`src/rtl/aesl_deadlock_pkg.sv`:
```
// Shared types and widths for the deadlock report controller.
package aesl_deadlock_pkg;

  localparam int STAMP_W = 32;
  localparam int PCNT_W  = 16;

  typedef enum logic [2:0] {
    IDLE,
    QUALIFY,
    ARB,
    SEND,
    DONE
  } state_e;

endpackage

```
`src/rtl/aesl_rr_pick.sv`:
```
// Round-robin picker: first set pending bit at or after rr_ptr, wrapping at N_MON.
module aesl_rr_pick #(
  parameter int N_MON = 4,
  parameter int IDX_W = $clog2(N_MON)
) (
  input  logic [N_MON-1:0] pending,
  input  logic [IDX_W-1:0] rr_ptr,
  output logic [IDX_W-1:0] idx,
  output logic             any
);

  logic [IDX_W-1:0] cand;

  // NOTE: every output of a combinational block gets a default first, so no path leaves it unassigned and no latch is inferred.
  always_comb begin
    idx  = '0;
    any  = 1'b0;
    cand = '0;
    // Walk from the farthest candidate back to rr_ptr so the nearest set bit wins.
    for (int k = N_MON - 1; k >= 0; k--) begin
      cand = IDX_W'((int'(rr_ptr) + k) % N_MON);
      if (pending[cand]) begin
        idx = cand;
        any = 1'b1;
      end
    end
  end

endmodule

```
`src/rtl/aesl_deadlock_report_ctrl.sv`:
```
// Qualifies persistent monitor blocking, snapshots it, and reports each blocked monitor once.
// Define AESL_DEADLOCK_STAMP_EN to add a 32-bit cycle counter and the rpt_cycle stamp output.
module aesl_deadlock_report_ctrl
  import aesl_deadlock_pkg::*;
#(
  parameter int N_MON   = 4,
  parameter int INFO_W  = 4,
  parameter int PERSIST = 16
) (
  input  logic                      clock,
  input  logic                      reset,
  input  logic [N_MON-1:0]          mon_block,
  input  logic [N_MON*INFO_W-1:0]   mon_info,
  output logic                      rpt_valid,
  input  logic                      rpt_ready,
  output logic [$clog2(N_MON)-1:0]  rpt_idx,
  output logic [INFO_W-1:0]         rpt_info,
  output logic                      deadlock,
  output logic                      busy
`ifdef AESL_DEADLOCK_STAMP_EN
  ,
  output logic [STAMP_W-1:0]        rpt_cycle
`endif
);

  localparam int IDX_W = $clog2(N_MON);
  localparam logic [PCNT_W-1:0] PERSIST_C = PCNT_W'(PERSIST);

  state_e              state_q;
  logic [PCNT_W-1:0]   persist_cnt_q;
  logic [N_MON-1:0]    pending_q;
  logic [IDX_W-1:0]    rr_ptr_q;
  logic [INFO_W-1:0]   info_snap_q [N_MON];
  logic                rpt_valid_q;
  logic [IDX_W-1:0]    rpt_idx_q;
  logic [INFO_W-1:0]   rpt_info_q;
  logic                deadlock_q;
  logic                busy_q;

  logic                any_block;
  logic [PCNT_W-1:0]   cnt_inc;
  logic                snap;
  logic [IDX_W-1:0]    pick_idx;
  logic                pick_any;

  assign any_block = |mon_block;
  assign cnt_inc   = (persist_cnt_q == '1) ? persist_cnt_q : persist_cnt_q + 1'b1;
  assign snap      = any_block &&
                     ((state_q == IDLE && PERSIST == 1) ||
                      (state_q == QUALIFY && cnt_inc == PERSIST_C));

  aesl_rr_pick #(
    .N_MON (N_MON),
    .IDX_W (IDX_W)
  ) u_rr_pick (
    .pending (pending_q),
    .rr_ptr  (rr_ptr_q),
    .idx     (pick_idx),
    .any     (pick_any)
  );

  // NOTE: the info snapshot array has no reset; it is rewritten at every snapshot before anything reads it.
  always_ff @(posedge clock) begin
    if (!reset && snap) begin
      for (int i = 0; i < N_MON; i++) begin
        info_snap_q[i] <= mon_info[i*INFO_W +: INFO_W];
      end
    end
  end

  // NOTE: all sequential state uses non-blocking assignments so every register sees pre-edge values.
  always_ff @(posedge clock) begin
    if (reset) begin
      state_q       <= IDLE;
      persist_cnt_q <= '0;
      pending_q     <= '0;
      rr_ptr_q      <= '0;
      rpt_valid_q   <= 1'b0;
      rpt_idx_q     <= '0;
      rpt_info_q    <= '0;
      deadlock_q    <= 1'b0;
      busy_q        <= 1'b0;
    end else begin
      unique case (state_q)
        IDLE: begin
          if (any_block) begin
            persist_cnt_q <= PCNT_W'(1);
            busy_q        <= 1'b1;
            if (snap) begin
              pending_q <= mon_block;
              state_q   <= ARB;
            end else begin
              state_q   <= QUALIFY;
            end
          end
        end
        QUALIFY: begin
          if (!any_block) begin
            persist_cnt_q <= '0;
            busy_q        <= 1'b0;
            state_q       <= IDLE;
          end else begin
            persist_cnt_q <= cnt_inc;
            if (snap) begin
              pending_q <= mon_block;
              state_q   <= ARB;
            end
          end
        end
        ARB: begin
          if (pick_any) begin
            rpt_idx_q   <= pick_idx;
            rpt_info_q  <= info_snap_q[pick_idx];
            rpt_valid_q <= 1'b1;
            state_q     <= SEND;
          end else begin
            deadlock_q  <= 1'b1;
            busy_q      <= 1'b0;
            state_q     <= DONE;
          end
        end
        SEND: begin
          if (rpt_ready) begin
            pending_q[rpt_idx_q] <= 1'b0;
            rr_ptr_q    <= (rpt_idx_q == IDX_W'(N_MON - 1)) ? '0 : rpt_idx_q + 1'b1;
            rpt_valid_q <= 1'b0;
            state_q     <= ARB;
          end
        end
        DONE: begin
          // Sticky until reset; monitor activity is ignored.
        end
        default: state_q <= IDLE;
      endcase
    end
  end

  assign rpt_valid = rpt_valid_q;
  assign rpt_idx   = rpt_idx_q;
  assign rpt_info  = rpt_info_q;
  assign deadlock  = deadlock_q;
  assign busy      = busy_q;

`ifdef AESL_DEADLOCK_STAMP_EN
  logic [STAMP_W-1:0] cycle_cnt_q;
  logic [STAMP_W-1:0] rpt_cycle_q;

  // The stamp is taken once at the snapshot, so every report of an episode shares it.
  always_ff @(posedge clock) begin
    if (reset) begin
      cycle_cnt_q <= '0;
      rpt_cycle_q <= '0;
    end else begin
      cycle_cnt_q <= cycle_cnt_q + 1'b1;
      if (snap) begin
        rpt_cycle_q <= cycle_cnt_q;
      end
    end
  end

  assign rpt_cycle = rpt_cycle_q;
`endif

endmodule

```
`config.mk`:
```
export PLATFORM = sky130hd
export DESIGN_NAME = aesl_deadlock_report_ctrl
export DESIGN_NICKNAME = d
export VERILOG_FILES = /design/src/rtl/aesl_deadlock_pkg.sv /design/src/rtl/aesl_rr_pick.sv /design/src/rtl/aesl_deadlock_report_ctrl.sv
export SDC_FILE = /design/constraint.sdc
export NUM_CORES = 1
export LEC_CHECK = 0
export ABC_AREA = 1
export CORE_MARGIN = 5
export CORE_UTILIZATION = 25
export CTS_BUF_LIST = sky130_fd_sc_hd__clkbuf_4 sky130_fd_sc_hd__clkbuf_8
export DETAILED_ROUTE_END_ITERATION = 12
export GPL_TIMING_DRIVEN = 0
export PLACE_DENSITY = 0.51
export REMOVE_ABC_BUFFERS = 1
export SYNTH_ARGS = -nofsm -noshare
export SYNTH_HDL_FRONTEND = slang
export SYNTH_HIERARCHICAL = 1
export SYNTH_SLANG_ARGS = --single-unit
```
`constraint.sdc`:
```
create_clock -name clock -period 3.7 [get_ports clock]
set_input_delay 0.74 -clock clock [delete_from_list [all_inputs] [get_ports clock]]
set_output_delay 0.74 -clock clock [all_outputs]
set_load 0.05 [all_outputs]
```
==> key figures <==
Run status
  – Status: complete, no violations

Critical path
  – Critical Path Start Type: flip-flop
  – Setup Crit Path Kind: flip-flop to flip-flop
  – Worst Path Arrival: ~2.8 ns
  – Crit path max-delay family: simple AND/OR/NAND/NOR gates
  – Nature of the critical path endpoint: flip-flop
  – Max incr delay on CP: between 0.6 and 0.7 ns
  – R2R Setup Slk: around 0.87 ns
  – Worst R2R Path Depth: 9
  – WP depth: 9
  – R2R Path End: info_snap_q[0][2]
  – Slowest CP cell: nor2_2
  – Crit Path Max Fanout: 16
  – Most frequent CP cell: nand2_1
  – CP Buf/Inv Count: 0
  – Worst r2r src: persist_cnt_q[1]
  – Crit path from: persist_cnt_q[1]
  – Cell chain of the critical path: ha_1 -> nand3_1 -> nor2_4 -> nand2_4 -> nand2_1 -> nor4b_1 -> nand2_1 -> nand3b_1 -> nor2_2
  – Worst setup path end: info_snap_q[0][2]
  – Worst EP required: roughly 3.7 ns

Die
  – Core area: around 0.011 mm^2
  – I/O pin count: 32
  – Die Y: around 120 um
  – Cell row count: 39
  – Die area: approximately 0.014 mm^2
  – Die extent in x: roughly 120 um
  – Effective utilization at floorplan: about 25%

STA
  – Max-slew violations: 0
  – Worst-margin pin slew: 1.07 ns
  – Final hold violation count: 0
  – Setup TNS: 0 ns
  – Fmax: around 0.35 GHz
  – # setup viols final: 0
  – Worst Skew: between 0.009 and 0.01 ns
  – Unrepaired setup endpoints after global routing: no
  – Slew Limit Headroom: 28.3%
  – Final worst path period share: ~76%
  – Period minus WS final: between 2 and 3 ns

Power and ir drop
  – Maximum vdd drop: 0.000161 V
  – Switching Share: between 30 and 40%
  – Comb pwr share: between 20% and 30%
  – Switching power total: between 0.0004 and 0.0005 W
  – Clock power share: between 20% and 30%
  – Pleak: between 1 and 1.5 nW
  – Share of power burned in registers: approximately 46%
  – Cell-internal power: ~0.00086 W
  – Pwr/cell area: about 400 mW/mm^2
  – Total power: roughly 0.0014 W

Clock tree
  – Clock buffer depth: 2
  – Post-CTS sizing: 0
  – # Post-CTS Setup Buffers: 0
  – Root buf cell: clkbuf_8
  – Clock sink count: 50
  – TritonCTS clock tree: yes
  – H-tree levels: 2
  – Clock latency on the worst-skew pair: roughly 0.31 ns
  – TritonCTS Buffers: 5
  – Hold buffer count at cts: 0
  – Clk pin slew, worst setup/hold paths: 0.10 ns

Route
  – DRC: 0
  – Antenna-violating nets left: 0
  – DR pass1 iterations: 4
  – Total wire length: 6.87 mm
  – Routed vias: about 2600
  – Via density: about 4.5
  – Wire per inst: 11.6 um
  – Initial DRC Count: around 190

Synthesis
  – YS warnings: 6
  – Flops & latches, synth: 50
  – Seq/Total Area, Yosys: about two fifths
  – Mapped Avg Cell Area: ~6.9 um^2
  – Post-Synthesis Cells: between 400 and 500
  – Netlist Area Pre-Place: 0.00286 mm^2
  – Count of cell types in the netlist: 33

Global route
  – Antenna violations before repair: 0
  – Grt total ovfl: 0
  – Tot GR Track Use: a little over a tenth
  – Largest net degree at the start of global routing: 27
  – Vias in the first global route: 2518
  – First-pass GRT wire length: 11.7 mm

Place
  – Hpwl dp: approximately 5.1 mm
  – IO buf count: 31
  – RePlAce Congestion: approximately 0.86

Hold path
  – Worst hold path cell count: 2
  – Hold crit path type: flip-flop to flip-flop

Final layout
  – Share of cells above drive strength 1: between 7 and 8%
  – Post-layout net count: around 470
  – Fillers: 1237
  – Area grow syn2layout: 19.1%
  – # diodes: 0

Run
  – Max cap viols: 0
-- layer usage --
metal,GRT usage (%),part of all wire [%]
met5,0,0
met4,3.21,1.4
met3,1.90,3.3
met2,17.0,46
met1,14.5,49
-- layout by cell type, fill, tap and decap left out, types with 2 or more instances in the layout --
cell             instances
nor2_4                   2
o21ai_1                  2
dfxtp_1                 34
nand4_1                  5
clkdlybuf4s50_1         31
o21ai_2                  2
xor2_1                   4
inv_1                   48
nand3b_1                 2
ha_1                     5
a31oi_1                  4
nand3_2                  3
o21ai_0                 26
nor3_1                   4
clkbuf_8                 5
nor2_2                   5
inv_2                    5
nand3_1                 30
nand2_1                107
edfxtp_1                16
a21oi_1                 26
nand2_2                  7
nor2_1                  62
-- cell type report --
class / instances / area [um^2] / area share, %
clock buffers: 5 / 68.8 / 2.02
clock inverters: 3 / 28.8 / 0.846
inverters: 55 / 209 / 6.14
multi-input cells: 303 / 1450 / 42.5
flip-flops and latches: 50 / 1160 / 34.1
well taps: 143 / 179 / 5.26
repair buffers: 31 / 310 / 9.12
-- flip-flops by register name, indices dropped and copies added, names as in the netlist --
signal         cells
info_snap_q       16
persist_cnt_q     16
pending_q          4
rpt_info           4
state_q            3
rpt_idx            2
rr_ptr_q           2
busy               1
deadlock           1
rpt_valid          1
-- cells in the mapped netlist --
cell        n  share of area (%)
a211oi_1    1               0.26
a21oi_1    26                4.6
a31oi_1     4               0.88
and2_4      1               0.31
buf_2       1               0.18
buf_6       1               0.39
clkbuf_1    7               0.92
clkinv_1    1               0.13
dfxtp_1    34                 24
edfxtp_1   16                 17
ha_1        5                2.2
inv_1      48                6.3
inv_2       5               0.66
inv_4       1               0.22
nand2_1   107                 14
nand2_2     7                1.5
nand2_4     1               0.39
nand3_1    30                5.3
nand3_2     3                1.1
nand3b_1    2               0.53
nand4_1     5                1.1
nor2_1     63                8.3
nor2_2      4               0.88
nor2_4      2               0.79
nor3_1      4               0.70
nor4_1      1               0.22
nor4b_1     1               0.31
o21ai_0    26                4.6
o21ai_1     2               0.35
o21ai_2     2               0.61
or3_1       1               0.22
xnor2_1     1               0.31
xor2_1      4                1.2
-- cell families (layout without fill, tap and decap cells) --
logic type,after synthesis,count (layout),synth area share (%)
AND/OR/NAND/NOR,232,232,35.6
buffers and inverters,64,94,8.80
AO/OA/AOI/OAI,61,61,11.2
flip-flops,50,50,40.6
adder cells (fa/ha/maj),5,5,2.19
XOR/XNOR,5,5,1.53
-- power groups by stage --
stage	Combinational [W]	Clock, W	Sequential (W)
detailed placement	0.000379	0	0.000638
global placement	0.000374	0	0.000639
finish	0.000379	0.000353	0.000626
CTS	0.000380	0.000371	0.000626
floorplan	0.000225	0	0.000669
global route	0.000425	0.000393	0.000631
-- worst min path at each step --
stage / start / to / slack [ns]
after floorplan: persist_cnt_q[14] / persist_cnt_q[14] / 0.47
after detailed placement: busy / busy / 0.46
after CTS: busy / busy / 0.47
final: busy / busy / 0.48
after global routing: busy / busy / 0.50
after global placement: busy / busy / 0.46
-- worst min-delay path: stages, from the launching register on --
cell	delay, ns
dfxtp_1	0.33
nand2_1	0.06
a21oi_1	0.05
-- per-stage QoR --
stage	util [%]	setup WS [ns]	hold slack, ns	cell area [um^2]	cells
6_report	30.1	0.873	0.476	3400	590
4_1_cts	30.0	0.416	0.475	3400	590
3_3_place_gp	29.2	0.235	0.464	3300	582
3_5_place_dp	29.2	0.279	0.457	3300	582
2_1_floorplan	-	1.03	0.465	2810	408
5_1_grt	30.1	0.558	0.504	3400	590
Note: power is estimated with default switching activity, not from simulation.
